`config.mk`:
```
export PLATFORM = sky130hd
export DESIGN_NAME = button_event_arbiter
export DESIGN_NICKNAME = d
export VERILOG_FILES = /design/src/rtl/button_event_arbiter.sv
export SDC_FILE = /design/constraint.sdc
export NUM_CORES = 1
export LEC_CHECK = 0
export ABC_AREA = 1
export CORE_MARGIN = 10
export CORE_UTILIZATION = 59
export DETAILED_ROUTE_END_ITERATION = 10
export PLACE_DENSITY = 0.79
export SLEW_MARGIN = 10
export SYNTH_ARGS = -nofsm -noshare
export SYNTH_HDL_FRONTEND = slang
export SYNTH_SLANG_ARGS = --single-unit
```
`constraint.sdc`:
```
create_clock -name clk -period 2.3 [get_ports clk]
set_input_delay 0.69 -clock clk [delete_from_list [all_inputs] [get_ports clk]]
set_output_delay 0.69 -clock clk [all_outputs]
set_load 0.01 [all_outputs]
```
`src/rtl/button_event_arbiter.sv`:
```
`default_nettype none
// ============================================================================
// button_event_arbiter : shared-timebase debouncer for N buttons, turning
// presses into round-robin arbitrated valid/ready events.   Rev 1.0
// ============================================================================
module button_event_arbiter #(
    parameter int N            = 4,
    parameter int TICK_DIV     = 50_000,
    parameter int STABLE_TICKS = 30
) (
    input  logic                 clk,
    input  logic                 rst,
    input  logic [N-1:0]         button_i,
    output logic [N-1:0]         debounced_o,
    output logic                 evt_valid_o,
    input  logic                 evt_ready_i,
    output logic [$clog2(N)-1:0] evt_id_o,
    output logic                 dropped_o,
    input  logic                 clr_drop_i
);
    localparam int IDW = $clog2(N);
    localparam int PW  = (TICK_DIV > 1) ? $clog2(TICK_DIV) : 1;
    localparam int CW  = (STABLE_TICKS > 1) ? $clog2(STABLE_TICKS) : 1;

    typedef enum logic [0:0] {S_IDLE = 1'b0, S_OFFER = 1'b1} state_t;

    logic [N-1:0]          sync1_q, sync2_q;
    logic [PW-1:0]         presc_q, presc_d;
    logic [N-1:0][CW-1:0]  cnt_q, cnt_d;
    logic [N-1:0]          deb_q, deb_d;
    logic [N-1:0]          pending_q, pending_d;
    logic [IDW-1:0]        ptr_q, ptr_d;
    logic [IDW-1:0]        evt_id_q, evt_id_d;
    logic                  dropped_q, dropped_d;
    state_t                state_q, state_d;

    logic                  w_tick;
    logic [N-1:0]          w_rise;
    logic [N-1:0]          w_clr;
    logic [IDW-1:0]        w_sel;
    logic                  w_any;
    logic                  w_drop;

    assign w_tick  = (presc_q == PW'(TICK_DIV - 1));
    assign presc_d = w_tick ? '0 : presc_q + 1'b1;

    always_comb begin
        cnt_d = cnt_q;
        deb_d = deb_q;
        for (int i = 0; i < N; i++) begin
            if (sync2_q[i] == deb_q[i]) begin
                cnt_d[i] = '0;
            end else if (w_tick) begin
                if (cnt_q[i] == CW'(STABLE_TICKS - 1)) begin
                    deb_d[i] = sync2_q[i];
                    cnt_d[i] = '0;
                end else begin
                    cnt_d[i] = cnt_q[i] + 1'b1;
                end
            end
        end
    end

    // Lowest offset from ptr wins, so scan from the far end downwards.
    always_comb begin
        w_sel = '0;
        w_any = |pending_q;
        for (int k = N - 1; k >= 0; k--) begin
            if (pending_q[IDW'((int'(ptr_q) + k) % N)]) begin
                w_sel = IDW'((int'(ptr_q) + k) % N);
            end
        end
    end

    always_comb begin
        state_d  = state_q;
        evt_id_d = evt_id_q;
        ptr_d    = ptr_q;
        w_clr    = '0;
        case (state_q)
            S_IDLE: begin
                if (w_any) begin
                    evt_id_d = w_sel;
                    w_clr    = {{(N-1){1'b0}}, 1'b1} << w_sel;
                    state_d  = S_OFFER;
                end
            end
            S_OFFER: begin
                if (evt_ready_i) begin
                    state_d = S_IDLE;
                    ptr_d   = (evt_id_q == IDW'(N - 1)) ? '0 : evt_id_q + 1'b1;
                end
            end
            default: state_d = S_IDLE;
        endcase
    end

    // A new press on a bit being granted this cycle re-queues rather than drops.
    assign w_rise    = deb_d & ~deb_q;
    assign pending_d = (pending_q & ~w_clr) | w_rise;
    assign w_drop    = |(w_rise & pending_q & ~w_clr);
    assign dropped_d = w_drop ? 1'b1 : (clr_drop_i ? 1'b0 : dropped_q);

    always_ff @(posedge clk) begin
        if (rst) begin
            sync1_q   <= '0;
            sync2_q   <= '0;
            presc_q   <= '0;
            cnt_q     <= '0;
            deb_q     <= '0;
            pending_q <= '0;
            ptr_q     <= '0;
            evt_id_q  <= '0;
            dropped_q <= 1'b0;
            state_q   <= S_IDLE;
        end else begin
            sync1_q   <= button_i;
            sync2_q   <= sync1_q;
            presc_q   <= presc_d;
            cnt_q     <= cnt_d;
            deb_q     <= deb_d;
            pending_q <= pending_d;
            ptr_q     <= ptr_d;
            evt_id_q  <= evt_id_d;
            dropped_q <= dropped_d;
            state_q   <= state_d;
        end
    end

    assign debounced_o = deb_q;
    assign evt_valid_o = (state_q == S_OFFER);
    assign evt_id_o    = evt_id_q;
    assign dropped_o   = dropped_q;

endmodule
`default_nettype wire
```
==> results.md, run 1 <==
| Item | This run | Unit |
|---|---|---|
| Outcome | finished clean | - |
| Vias per inst | 5.130 | - |
| Launch instance of the worst register-to-register path | presc_q[0]$_SDFF_PP0_ | - |
| Sequential power share | 50.3 | % |
| Share of layout cells above drive strength 1 | 12.37 | % |
| Die area | 7789 | µm² |
| Reg2Reg Capture Point | cnt_q[4]$_SDFFE_PP0N_ | - |
| Combined area of the multi-input logic cells | 1345 | µm² |
| Initial cell density of the core | 61.85 | % |
| Register area share after synthesis | 42.24 | % |
| Tightest slew margin relative to the limit | 70.83 | % |
| End point of the critical path | debounced_o[3] | - |
| Number of clock sinks | 58 | - |
| Port buffer count | 15 | - |
| Post-detailed-route count of antenna-violating nets | 0 | - |
| Number of buffers between clock root and the deepest sink | 2 | - |
| Start point of the worst min-delay path | sync1_q[1]$_SDFF_PP0_ | - |
| Post-synth cell types | 39 | - |
| Worst-path fanout max | 5 | - |
| Count of final setup violators | 0 | - |
| FF+latch count, synth | 58 | - |
| Io pins | 16 | - |
| Count of synthesis-stage warnings from yosys | 0 | - |
| Post-CTS Setup Repair Bufs | 0 | - |
| Critical path launch point type | register | - |
| Final GP Congestion | 0.8604 | - |
| Aggregate global routing overflow | 0 | - |
| CTS tree | done | - |
| Worst ir drop on vdd | 0.3785 | mV |
| Critical path origin | debounced_o[3]$_SDFF_PP0_ | - |
| DRC errors left | 0 | - |
| Total power after layout | 0.002032 | W |
| Chip height | 88.26 | µm |
| Cell area power density | 641.5 | nW/µm² |
| Series of cell instances along the critical path | clkdlybuf4s50_1 | - |
| Final period utilization | 88.19 | % |
| Number of global-route vias before repair | 2062 | - |
| Depth of the most critical reg-to-reg path | 9 | - |
| H-tree level count | 3 | - |
| CP Class | register to primary output | - |
| Net switching power | 0.0004105 | W |
| ANT cells | 0 | - |
| Initial DRC Count | 122 | - |
| Required time at the worst-slack endpoint | 1.61 | ns |
| Share of power burned in the clock network | 47.2 | % |
| Setup slack after placement | 0.2374 | ns |
| MaxCap Viol Count | 0 | - |
| Die Span X | 88.26 | µm |
| Post-synthesis area per instance | 7.787 | µm² |
| Slowest library cell on the worst path | sky130_fd_sc_hd__clkdlybuf4s50_1 | - |
| Critical Path Stages | 1 | - |
| Actual slew at the worst max-slew pin | 0.4376 | ns |
| Reported leakage power | 1.221 | nW |
| Synthesized instance count | 353 | - |
| Clock edge transition at the registers on the reported setup and hold paths | 0.06 | ns |
| Post-DR wirelength/cell | 11.43 | µm |
| Setup TNS after final layout | 0 | ns |
| Non-Filler Instances | 432 | - |
| Logic gate share of total power | 2.4 | % |
| Total of fill cells in the finished design | 367 | - |
| Number of clock buffers inserted by TritonCTS | 9 | - |
| Most used cells in the layout excluding fill and tap cells | sky130_fd_sc_hd__dfxtp_1 (58), sky130_fd_sc_hd__nand2_1 (52), sky130_fd_sc_hd__inv_1 (47) | - |
| Overall routed net length | 4938 | µm |
| Post-Synthesis Net Count | 371 | - |
| Switching fraction of total power | 20.20 | % |
| Endpoint type of the worst setup path | primary output | - |
| Core region area | 4444 | µm² |
| Number of pins exceeding their max-slew limit in the final report | 0 | - |
| Detail Placement HPWL | 3646 | µm |
| Hold path depth | 2 | - |
| Number of buffers added to fix hold violations after cts | 0 | - |
| First-pass GRT wire length | 8721 | µm |
| Resize count post-CTS | 0 | - |
| PnR worst setup slack | 0.2717 | ns |
| Internal power contribution | 0.001621 | W |
| Max Freq | 493.0 | MHz |
| Initial antenna violation count | 0 | - |
| Critical path buffer and inverter count | 1 | - |
| Synthesis-to-layout area growth | 15.20 | % |
| Via count | 2216 | - |
| Area taken by flip-flops and latches | 1161 | µm² |
| Critical path data arrival time | 1.34 | ns |
| Crit-path max cell delay | 0.58 | ns |
| Root buf cell | sky130_fd_sc_hd__clkbuf_8 | - |
| Reg-to-reg slack, setup | 0.29 | ns |
| Endpoints failing hold | 0 | - |
| RSZ-0062 raised after global routing | false | - |
| Initial DRT Pass Iterations | 4 | - |
| # rows | 24 | - |
| Largest net degree at the start of global routing | 25 | - |
| Setup clock skew after layout | 0.007640 | ns |
| Clk Latency, worst-skew pair | 0.34 | ns |
| Critical path's top delay family | buffers and inverters | - |
| Post-synth design cell area | 2749 | µm² |
| Total routing usage reported by global routing | 14.24 | % |
| Net count reported at finish | 394 | - |
| Cell total after placement | 417 | - |
| Final worst path period need | 2.028 | ns |
| Most frequent standard cell in the layout excluding fill and tap cells | sky130_fd_sc_hd__dfxtp_1 | - |
| Worst min-delay path class | register to register | - |
==> final cells by class <==
type	instances	area share, %
multi-input cells	236	42.47
clock inverters	2	1.106
inverters	51	6.045
well taps	52	2.055
clock buffers	13	5.334
flip-flops and latches	58	36.67
repair buffers	20	6.322
==> sequential cells by signal, indices dropped and copies added (netlist names) <==
signal       count
pending_q        4
sync1_q          4
sync2_q          4
presc_q         16
evt_valid_o      1
evt_id_o         2
ptr_q            2
cnt_q           20
debounced_o      4
dropped_o        1
==> routing by layer <==
| layer | up-vias | global-route usage [%] | share of wire [%] |
|---|---|---|---|
| li1 | 1199 | - | - |
| met1 | 974 | 17.03 | 50 |
| met2 | 35 | 21.50 | 44 |
| met3 | 8 | 5.331 | 4.6 |
| met4 | 0 | 8.223 | 2.0 |
| met5 | - | 0 | 0 |
==> through the flow <==
step	utilization [%]	hold WS (ns)	instance area, µm²
2_1_floorplan	-	0.3883	2749
3_3_place_gp	66.67	0.3949	2963
3_5_place_dp	66.67	0.3992	2963
4_1_cts	71.26	0.4057	3167
5_1_grt	71.26	0.4304	3167
6_report	71.26	0.4026	3167
==> how the worst min path moves through the flow <==
stage | endpoint | slack, ns
finish | sync2_q[1]$_SDFF_PP0_ | 0.40
global route | sync2_q[0]$_SDFF_PP0_ | 0.43
CTS | sync2_q[1]$_SDFF_PP0_ | 0.41
detailed placement | sync2_q[1]$_SDFF_PP0_ | 0.40
global placement | sync2_q[1]$_SDFF_PP0_ | 0.39
floorplan | sync2_q[0]$_SDFF_PP0_ | 0.39
==> kinds of logic (layout without fill, tap and decap cells) <==
group / count (synthesis) / in the layout / share of synthesized area [%]
compound gates: 56 / 56 / 12.24
xor+xnor: 9 / 9 / 2.868
fa+ha+maj: 10 / 10 / 4.552
buf+inv: 59 / 86 / 8.830
flops: 58 / 58 / 42.24
simple gates: 161 / 161 / 29.27
==> Yosys cell counts <==
cell,n,area [µm²]
sky130_fd_sc_hd__buf_2,2,10.01
sky130_fd_sc_hd__xor2_1,7,61.31
sky130_fd_sc_hd__nand3_2,1,10.01
sky130_fd_sc_hd__a31oi_1,3,18.77
sky130_fd_sc_hd__buf_6,2,22.52
sky130_fd_sc_hd__nand3_1,25,125.1
sky130_fd_sc_hd__nor2_2,6,37.54
sky130_fd_sc_hd__xnor2_1,2,17.52
sky130_fd_sc_hd__inv_2,4,15.01
sky130_fd_sc_hd__o31ai_1,2,15.01
sky130_fd_sc_hd__o21ai_0,10,50.05
sky130_fd_sc_hd__clkbuf_1,2,7.510
sky130_fd_sc_hd__o41ai_1,1,8.760
sky130_fd_sc_hd__and2_2,1,7.510
sky130_fd_sc_hd__nand4_2,2,25.02
sky130_fd_sc_hd__a21oi_1,26,130.1
sky130_fd_sc_hd__or2_2,1,6.260
sky130_fd_sc_hd__o221ai_1,2,17.52
sky130_fd_sc_hd__buf_4,1,7.510
sky130_fd_sc_hd__nand4_4,1,21.27
sky130_fd_sc_hd__a211oi_1,7,52.55
sky130_fd_sc_hd__o211ai_1,2,15.01
sky130_fd_sc_hd__or2_0,4,25.02
sky130_fd_sc_hd__nor2_4,3,33.78
sky130_fd_sc_hd__buf_1,1,3.750
sky130_fd_sc_hd__nor3_1,5,25.02
sky130_fd_sc_hd__nand2_2,3,18.77
sky130_fd_sc_hd__dfxtp_1,58,1161
sky130_fd_sc_hd__nand4_1,6,37.54
sky130_fd_sc_hd__o21a_1,1,7.510
sky130_fd_sc_hd__ha_1,10,125.1
sky130_fd_sc_hd__nor3_4,1,16.27
sky130_fd_sc_hd__nor3_2,4,40.04
sky130_fd_sc_hd__a211oi_2,1,12.51
sky130_fd_sc_hd__a311oi_1,1,8.760
sky130_fd_sc_hd__nand2_1,52,195.2
sky130_fd_sc_hd__inv_1,47,176.4
sky130_fd_sc_hd__nor2_1,44,165.2
sky130_fd_sc_hd__nor3b_1,2,15.01
==> power by group through the flow <==
stage               Clock [W]  Combinational (W)  Sequential (W)
floorplan                   0          0.0000281         0.00104
global placement            0          0.0000493         0.00104
detailed placement          0          0.0000499         0.00104
CTS                  0.000983          0.0000502         0.00102
global route          0.00103          0.0000560         0.00102
finish               0.000960          0.0000495         0.00102
Note: power is estimated with default switching activity, not from simulation.
==> run 2, diff against run 1 <==
--- a/config.mk
+++ b/config.mk
@@ -7,9 +7,9 @@
 export LEC_CHECK = 0
 export ABC_AREA = 1
 export CORE_MARGIN = 10
-export CORE_UTILIZATION = 59
+export CORE_UTILIZATION = 53
 export DETAILED_ROUTE_END_ITERATION = 10
-export PLACE_DENSITY = 0.79
+export PLACE_DENSITY = 0.75
 export SLEW_MARGIN = 10
 export SYNTH_ARGS = -nofsm -noshare
 export SYNTH_HDL_FRONTEND = slang
==> constraint.sdc (replaced) <==
create_clock -name clk -period 1.8 [get_ports clk]
set_input_delay 0.54 -clock clk [delete_from_list [all_inputs] [get_ports clk]]
set_output_delay 0.54 -clock clk [all_outputs]
set_load 0.01 [all_outputs]
==> run 2 against run 1 <==
  * Hold slack improved by 0.0073 ns
  * Final cell count is 7.9% higher
  * Largest cell class unchanged
  * First-iteration DRC count up 25%
  * Combinational power is 54% higher
  * Critical endpoint is now cnt_q[9]$_SDFFE_PP0N_
  * Sequential cell count unchanged
  * Clock skew shrank 0.0015 ns
  * Highest routed layer unchanged
  * Critical path type is now register to register
  * Count of clock-buffer cells in the layout down 1
  * Core utilization shrank 3.1 points
  * Register-to-register slack got worse by 0.25 ns
==> results.md, run 2 (synthesis results as in run 1) <==
| Item | This run | Unit | Change |
|---|---|---|---|
| Outcome | finished clean | - | unchanged |
| Final period utilization | 97.52 | % |  |
| Net count reported at finish | 410 | - | was 394 |
| Final Util | 68.12 | % | was 71.26% |
| Reported leakage power | 1.408 | nW | was 1.221 nW |
| DP Area | 3038 | µm² | was 2963 µm² |
| Number of flip-flops in the largest register | 20 | - | unchanged |
| Number of buffers added to fix hold violations after cts | 0 | - | unchanged |
| Most frequent standard cell in the layout excluding fill and tap cells | sky130_fd_sc_hd__dfxtp_1 | - | unchanged |
| Slowest library cell on the worst path | sky130_fd_sc_hd__o221ai_1 | - | was sky130_fd_sc_hd__clkdlybuf4s50_1 |
| First-pass GRT wire length | 9384 | µm | was 8721 µm |
| Number of pins exceeding their max-slew limit in the final report | 0 | - | unchanged |
| RSZ-0062 raised after global routing | true | - | was false |
| Crit-path max cell delay | 0.44 | ns | was 0.58 ns |
| Chip height | 92.02 | µm | was 88.26 µm |
| Number of buffers between clock root and the deepest sink | 2 | - | unchanged |
| Largest net degree at the start of global routing | 14 | - | was 25 |
| Die area | 8467 | µm² | was 7789 µm² |
| Count of final setup violators | 0 | - | unchanged |
| Cell total after placement | 442 | - | was 417 |
| H-tree level count | 3 | - | unchanged |
| Die Span X | 92.02 | µm | was 88.26 µm |
| Synthesis-to-layout area growth | 25.76 | % | was 15.20% |
| Worst min-delay path class | register to register | - | unchanged |
| Post-DR wirelength/cell | 12.20 | µm | was 11.43 µm |
| Final worst path period need | 1.755 | ns |  |
| Port buffer count | 15 | - | unchanged |
| Top flop regs | cnt_q x20, presc_q x16 | - | unchanged |
| # rows | 26 | - | was 24 |
| Initial cell density of the core | 54.17 | % | was 61.85% |
| Max Freq | 569.7 | MHz |  |
| Initial DRC Count | 152 | - | was 122 |
| Clock edge transition at the registers on the reported setup and hold paths | 0.06 | ns | about the same |
| Worst ir drop on vdd | 0.4483 | mV | was 0.3785 mV |
| Required time at the worst-slack endpoint | 2.00 | ns | was 1.61 ns |
| CP Class | register to register | - | was register to primary output |
| Number of global-route vias before repair | 2178 | - | was 2062 |
| MaxCap Viol Count | 0 | - | unchanged |
| Total power after layout | 0.002435 | W | was 0.002032 W |
| Total routing usage reported by global routing | 13.41 | % | was 14.24% |
| DRC errors left | 0 | - | unchanged |
| Cell type with the highest occurrence count on the critical path | sky130_fd_sc_hd__nand2_4 | - |  |
| Actual slew at the worst max-slew pin | 0.4640 | ns | was 0.4376 ns |
| Initial DRT Pass Iterations | 6 | - | was 4 |
| Post-detailed-route count of antenna-violating nets | 0 | - | unchanged |
| Setup clock skew after layout | 0.006182 | ns | was 0.007640 ns |
| Share of layout cells above drive strength 1 | 21.97 | % | was 12.37% |
| Critical path launch point type | register | - | unchanged |
| Endpoint type of the worst setup path | register | - | was primary output |
| Aggregate global routing overflow | 0 | - | unchanged |
| Most used cells in the layout excluding fill and tap cells | sky130_fd_sc_hd__dfxtp_1 (52), sky130_fd_sc_hd__nand2_1 (50), sky130_fd_sc_hd__inv_1 (45) | - | was sky130_fd_sc_hd__dfxtp_1 (58), sky130_fd_sc_hd__nand2_1 (52), sky130_fd_sc_hd__inv_1 (47) |
| Initial antenna violation count | 0 | - | unchanged |
| Detail Placement HPWL | 3842 | µm | was 3646 µm |
| Number of clock sinks | 58 | - | unchanged |
| Core region area | 5075 | µm² | was 4444 µm² |
| Critical path data arrival time | 1.96 | ns | was 1.34 ns |
| Vias per inst | 5.041 | - | was 5.130 |
| Via count | 2349 | - | was 2216 |
| ANT cells | 0 | - | unchanged |
| Number of clock buffers inserted by TritonCTS | 9 | - | unchanged |
| Cell area power density | 704.5 | nW/µm² | was 641.5 nW/µm² |
| Tightest slew margin relative to the limit | 68.93 | % | was 70.83% |
| Endpoints failing hold | 0 | - | unchanged |
| Non-Filler Instances | 466 | - | was 432 |
| CTS tree | done | - | unchanged |
| Final GP Congestion | 0.8766 | - | was 0.8604 |
| Root buf cell | sky130_fd_sc_hd__clkbuf_8 | - | unchanged |
| Series of cell instances along the critical path | ha_4, nand2_4, inv_4, nand2_4, nor2_4, buf_6, nand4_4, o221ai_1, a211oi_1 | - | was clkdlybuf4s50_1 |
| Final cell area excluding filler cells | 3457 | µm² | was 3167 µm² |
| Overall routed net length | 5687 | µm | was 4938 µm |
| Register with the most flip-flops | cnt_q | - | unchanged |
| Io pins | 16 | - | unchanged |
| Worst-path fanout max | 5 | - | unchanged |
| Clk Latency, worst-skew pair | 0.34 | ns | about the same |
run 2: through the flow:
step           hold WS (ns)  setup TNS, ns  worst slack [ns]
3_5_place_dp         0.3973       -0.09705          -0.05941
2_1_floorplan        0.3883              0            0.1906
4_1_cts              0.4102              0         0.0004057
3_3_place_gp         0.4009              0          0.007307
6_report             0.4099              0           0.04464
5_1_grt              0.4266        -0.5513          -0.09092
run 2: metal layers:
metal | GRT usage, % | up-vias | part of all wire [%]
met4 | 7.069 | 0 | 2.1
met5 | 0 | - | 0
met1 | 15.85 | 1061 | 46
met2 | 21.24 | 36 | 47
met3 | 4.319 | 12 | 4.5
li1 | - | 1240 | -
run 2: path summary, 6_finish.rpt:
| check | start | to | slack (ns) | cells after the start |
|---|---|---|---|---|
| worst max-delay path | presc_q[1]$_SDFF_PP0_ | cnt_q[9]$_SDFFE_PP0N_ | 0.04 | 9 |
| worst min-delay path | sync1_q[3]$_SDFF_PP0_ | sync2_q[3]$_SDFF_PP0_ | 0.41 | 2 |
| worst max register to register | presc_q[1]$_SDFF_PP0_ | cnt_q[9]$_SDFFE_PP0N_ | 0.04 | 9 |
| worst min register to register | sync1_q[3]$_SDFF_PP0_ | sync2_q[3]$_SDFF_PP0_ | 0.41 | 2 |
run 2: area by class of cell:
cell class | count | area (µm²)
flip-flops and latches | 58 | 1171
repair buffers | 36 | 346.6
clock buffers | 12 | 155.1
inverters | 51 | 193.9
well taps | 70 | 87.58
clock inverters | 3 | 15.01
fillers | 423 | 1618
multi-input cells | 236 | 1488
run 2: repair_timing:
action                                 in CTS  in global routing
endpoints found under the hold margin       0                  0
gates resized for setup                    10                 39
cloned                                      1                  0
setup endpoints to repair                  14                 43
setup buffers                               0                  8
pin swaps                                   0                 18
run 2: worst max-delay path, delay by kind of cell, from the launching register on:
family | cells | cell delay, ns
flops | 1 | 0.35
simple gates | 4 | 0.40
buf+inv | 2 | 0.17
fa+ha+maj | 1 | 0.15
compound gates | 2 | 0.54
run 2: power by group:
part / internal [W] / switching, W
sequential: 0.00130 / 0.0000121
combinational: 0.0000384 / 0.0000380
clock: 0.000559 / 0.000490
total: 0.00189 / 0.000540
